$ cat config.mk
export PLATFORM = sky130hd
export DESIGN_NAME = mybul_app
export DESIGN_NICKNAME = d
export VERILOG_FILES = /design/src/rtl/mybul_app.sv
export SDC_FILE = /design/constraint.sdc
export NUM_CORES = 1
export LEC_CHECK = 0
export CAP_MARGIN = 0
export CORE_ASPECT_RATIO = 0.7
export CORE_MARGIN = 3
export CORE_UTILIZATION = 44
export DETAILED_ROUTE_END_ITERATION = 8
export PLACE_DENSITY = 0.81
export SLEW_MARGIN = 20
export SYNTH_ARGS = -nofsm -noshare
export SYNTH_HDL_FRONTEND = slang
export SYNTH_SLANG_ARGS = --single-unit
$ cat constraint.sdc
create_clock -name clk -period 2.75 [get_ports clk]
set_input_delay 0.275 -clock clk [delete_from_list [all_inputs] [get_ports clk]]
set_output_delay 0.275 -clock clk [all_outputs]
set_load 0.02 [all_outputs]
$ cat src/rtl/mybul_app.sv
// Player bullet controller: launches from the tank, advances one cell per move tick,
// reports the lowest-numbered live enemy it strikes, then holds off re-arming for a cool-down.
module mybul_app #(
   parameter int         X_MAX      = 16,
   parameter int         Y_MAX      = 20,
   parameter int         COOL_TICKS = 2,
   parameter logic [4:0] PARK       = 5'd31
) (
   input  logic       clk,
   input  logic       rst,
   input  logic       game_en,
   input  logic       move_tick,
   input  logic       bul_sht,
   input  logic [1:0] tank_dir_in,
   input  logic [4:0] tank_x_in,
   input  logic [4:0] tank_y_in,
   input  logic [4:0] en1_x,
   input  logic [4:0] en2_x,
   input  logic [4:0] en3_x,
   input  logic [4:0] en4_x,
   input  logic [4:0] en1_y,
   input  logic [4:0] en2_y,
   input  logic [4:0] en3_y,
   input  logic [4:0] en4_y,
   input  logic [3:0] en_alive,
   output logic [4:0] bul_x,
   output logic [4:0] bul_y,
   output logic       mybul_state_feedback,
   output logic [1:0] bul_dir,
   output logic [3:0] hit_pulse
);

   localparam int CW = (COOL_TICKS < 2) ? 1 : $clog2(COOL_TICKS + 1);

   typedef enum logic [1:0] {S_IDLE, S_FLY, S_END, S_COOL} state_t;

   state_t        state_q;
   logic [4:0]    x_q, y_q;
   logic          fb_q;
   logic [1:0]    dir_q;
   logic [3:0]    hit_q;
   logic [CW-1:0] cnt_q;

   logic [3:0]    match;
   logic [3:0]    hit_sel;
   logic [4:0]    nxt_x, nxt_y;

   // True when one more step in dir would leave the playfield.
   function automatic logic at_edge(input logic [1:0] dir, input logic [4:0] x, input logic [4:0] y);
      case (dir)
         2'b00:   at_edge = (y == 5'd0);
         2'b01:   at_edge = (y >= 5'(Y_MAX));
         2'b10:   at_edge = (x == 5'd0);
         default: at_edge = (x >= 5'(X_MAX));
      endcase
   endfunction

   always_comb begin
      match[0] = en_alive[0] && (en1_x == x_q) && (en1_y == y_q);
      match[1] = en_alive[1] && (en2_x == x_q) && (en2_y == y_q);
      match[2] = en_alive[2] && (en3_x == x_q) && (en3_y == y_q);
      match[3] = en_alive[3] && (en4_x == x_q) && (en4_y == y_q);
      hit_sel  = match & (~match + 4'd1);
   end

   always_comb begin
      nxt_x = x_q;
      nxt_y = y_q;
      case (dir_q)
         2'b00:   nxt_y = y_q - 5'd1;
         2'b01:   nxt_y = y_q + 5'd1;
         2'b10:   nxt_x = x_q - 5'd1;
         default: nxt_x = x_q + 5'd1;
      endcase
   end

   always_ff @(posedge clk) begin
      if (rst) begin
         state_q <= S_IDLE;
         x_q     <= PARK;
         y_q     <= PARK;
         fb_q    <= 1'b0;
         dir_q   <= 2'b00;
         hit_q   <= 4'b0000;
         cnt_q   <= '0;
      end else if (!game_en) begin
         state_q <= S_IDLE;
         x_q     <= PARK;
         y_q     <= PARK;
         fb_q    <= 1'b0;
         hit_q   <= 4'b0000;
         cnt_q   <= '0;
      end else begin
         hit_q <= 4'b0000;
         case (state_q)
            S_IDLE: begin
               if (bul_sht) begin
                  x_q     <= tank_x_in;
                  y_q     <= tank_y_in;
                  dir_q   <= tank_dir_in;
                  fb_q    <= 1'b1;
                  state_q <= S_FLY;
               end
            end
            S_FLY: begin
               // A hit freezes the bullet on the struck cell even if a tick arrives.
               if (|match) begin
                  hit_q   <= hit_sel;
                  state_q <= S_END;
               end else if (move_tick) begin
                  if (at_edge(dir_q, x_q, y_q)) begin
                     state_q <= S_END;
                  end else begin
                     x_q <= nxt_x;
                     y_q <= nxt_y;
                  end
               end
            end
            S_END: begin
               x_q     <= PARK;
               y_q     <= PARK;
               fb_q    <= 1'b0;
               cnt_q   <= CW'(COOL_TICKS);
               state_q <= (COOL_TICKS == 0) ? S_IDLE : S_COOL;
            end
            S_COOL: begin
               if (move_tick) begin
                  cnt_q <= cnt_q - CW'(1);
                  if (cnt_q <= CW'(1)) state_q <= S_IDLE;
               end
            end
            default: state_q <= S_IDLE;
         endcase
      end
   end

   assign bul_x                = x_q;
   assign bul_y                = y_q;
   assign mybul_state_feedback = fb_q;
   assign bul_dir              = dir_q;
   assign hit_pulse            = hit_q;

endmodule

==> out/results.txt <==
Post-Route Setup TNS: 0 ns
Largest net degree at the start of global routing: 21
Status: finished, final reports clean
CP startpoint: bul_x[0]$_SDFFE_PP1P_
Cell Chain, Critical Path: inv_1, fa_1, nor2b_1, o21ai_0, a211o_1, a41oi_1, nor2_1, mux2i_1
Vias per inst: 5.55
Max frequency: 432 MHz
Core Box Area: 0.00414 mm²
Min Tclk post-route: 2.31 ns
Crit path to: bul_x[4]$_SDFFE_PP1P_
Reg2Reg Depth: 8
Total GRT Usage: 22.0%
CTS tree: done
CTS Buf Count: 3
Worst Skew: 0.00932 ns
Final Setup Violations: 0
CTS Sinks: 21
Share of layout cells above drive strength 1: 7.19%
Syn Nets: 310
Hold/Removal Path Class: reg2reg
Post-CTS resize count: 0
Worst-path clk slew: 0.08 ns
Power Density: 333 mW/mm²
Seq. cell area: 420 µm²
CP Class: reg2reg
# nets final: 381
Htree depth: 1
Worst-Margin Slew: 0.769 ns
Via count: 1987
CP bufs+invs: 1
MaxCap Viol Count: 0
Global route overflow: 0
VDD IR max: 0.000289 V
Critical path fanouts, max: 9
Startpoint types: flip-flop
Insertion delay to the later sink of the worst-skew pair: 0.27 ns
Die height: 62.4 µm
Cell depth of the worst setup path: 8
Synthesized flop and latch total: 21
Leakage: 0.00107 µW
CP Capture Type: flip-flop
Clk buf depth: 2
Syn_area_per_cell: 8.46 µm²
CTS Root Cell: clkbuf_8
Die width: 86.5 µm
R2r endpoint: bul_x[4]$_SDFFE_PP1P_
I/O Pins: 78
Top delay family on crit path: compound AO/OA/AOI/OAI gates
Ys flop type: dfxtp_1
Antenna violations before repair: 0
R2r startpoint: bul_x[0]$_SDFFE_PP1P_
Vias in the first global route: 1822
Routed WL: 5910 µm
Flop2flop setup slack: 0.44 ns
Multi-input gate area: 0.00141 mm²
Syn Inst Count: 236
Rows: 19
Hold Fails Final Rpt: 0
Fillers: 347
Post-CTS Setup Inserts: 0
Req. time, crit path: 2.96 ns
Post-route insts no fill: 358
# hold bufs at CTS: 0
Drt drc: 0
CP max-delay cell: dfxtp_1
Inst Count DP: 354
Synth Warn #: 0
Routability cong.: 0.849
Slew HR: 48.6%
Sequential share of the synthesized area: 21.1%
Antenna Cells: 0
Max-slew violation count: 0
Placed wire-length estimate: 4720 µm
Cell Area, Synth: 0.00200 mm²
Critical Path Max Stage Delay: 0.63 ns
Final Cycle Share: 84.2%
RSZ-0062 raised after global routing: false
Initial Util: 48.3%
Routed length per instance: 16.5 µm
Total iterations of the first detailed-routing run: 4
Post-synth EDFFs: 0
Full die area: 0.00540 mm²
Drt initial violations: 130
Distinct cells, synth: 47
Post-synth ARST share: 0%
IO buf count: 77
First-pass GRT wire length: 9340 µm
Area Overhead vs Synth: 39.9%
Routed Antenna Nets: 0
Crit path DAT: 2.52 ns
state kept, by name, indices dropped and copies added, names as in the netlist:
signal / count
bul_dir: 2
bul_x: 5
bul_y: 5
cnt_q: 2
hit_pulse: 4
mybul_state_feedback: 1
state_q: 2
worst reg2reg max path, delay by kind of cell (launching register included):
family | cells | cell delay (ns)
AOI/OAI and AO/OA | 3 | 0.68
DFF | 1 | 0.63
adders and majority gates | 1 | 0.47
and+or+nand+nor | 2 | 0.21
buffers and inverters | 1 | 0.16
muxes | 1 | 0.11
how the worst min path moves through the flow:
stage                                                    to  slack (ns)  cells past startpoint                         startpoint
after global routing      mybul_state_feedback$_SDFFE_PP0P_        0.53                      2  mybul_state_feedback$_SDFFE_PP0P_
final                     mybul_state_feedback$_SDFFE_PP0P_        0.51                      2  mybul_state_feedback$_SDFFE_PP0P_
after global placement    mybul_state_feedback$_SDFFE_PP0P_        0.48                      2  mybul_state_feedback$_SDFFE_PP0P_
after CTS                           state_q[1]$_SDFFE_PP0P_        0.50                      2            state_q[1]$_SDFFE_PP0P_
after detailed placement  mybul_state_feedback$_SDFFE_PP0P_        0.48                      2  mybul_state_feedback$_SDFFE_PP0P_
after floorplan                     bul_dir[0]$_SDFFE_PP0P_        0.35                      1                                rst
cell usage in the layout (no fill, tap or decap), types with 3 or more instances in the layout:
cell,instances
clkbuf_8,3
nand2_1,6
o221ai_1,5
xnor2_1,43
a21o_1,3
o21ai_0,7
mux2i_1,9
inv_1,14
nand4_1,10
buf_4,4
nor4_1,3
nor2b_1,7
ha_1,11
a21oi_1,10
dfxtp_1,21
o211ai_1,3
nand2b_1,4
nor3_2,3
clkdlybuf4s50_1,77
nor2_1,18
nand3_1,15
Yosys cell counts (4+ instances only):
master    count  area share [%]
clkbuf_1      4            0.75
nand3_1      15             3.8
o21ai_0       7             1.8
dfxtp_1      21              21
nand4_1      10             3.1
ha_1         11             6.9
mux2i_1       9             4.5
xnor2_1      43              19
o221ai_1      5             2.2
nand2_1       6             1.1
nor2b_1       7             2.2
nand2b_1      4             1.3
inv_1        14             2.6
buf_6         6             3.4
a21oi_1      10             2.5
nor2_1       18             3.4
per-stage QoR:
stage	instance area, µm²	utilization, %	power [µW]	hold slack, ns	worst slack, ns
2_1_floorplan	2000	-	573	0.347	0.714
3_3_place_gp	2750	66.4	713	0.482	0.454
3_5_place_dp	2750	66.4	723	0.477	0.434
4_1_cts	2790	67.5	931	0.505	0.446
5_1_grt	2790	67.5	979	0.526	0.251
6_report	2790	67.5	930	0.505	0.436
cell type report:
cell class / count / area share (%)
repair buffers: 81 / 28.7
clock inverters: 1 / 0.179
multi-input cells: 185 / 50.3
inverters: 15 / 2.02
clock buffers: 3 / 1.48
well taps: 52 / 2.33
flip-flops and latches: 21 / 15.0
logic make-up (layout without fill, tap and decap cells):
group	Yosys count	after routing	share of synthesized area, %
AO/OA/AOI/OAI	40	40	15.0
XOR/XNOR	45	45	19.7
adder cells (fa/ha/maj)	13	13	8.90
buffers and inverters	30	100	8.58
flip-flops	21	21	21.1
multiplexers	10	10	5.08
AND/OR/NAND/NOR	77	77	21.6
where the power goes:
group | internal [µW] | total, µW | leakage, µW | switching, µW
Combinational | 208 | 366 | 0.000869 | 158
Clock | 101 | 210 | 0.0000255 | 108
Sequential | 317 | 354 | 0.000171 | 37.5
per-layer routing:
| layer | routed length (µm) | track usage (%) |
|---|---|---|
| met1 | 2700 | 31.4 |
| met4 | 77 | 4.67 |
| met5 | 0 | 0 |
| met3 | 646 | 6.08 |
| met2 | 2490 | 32.8 |
(Power assumes the default switching activity.)
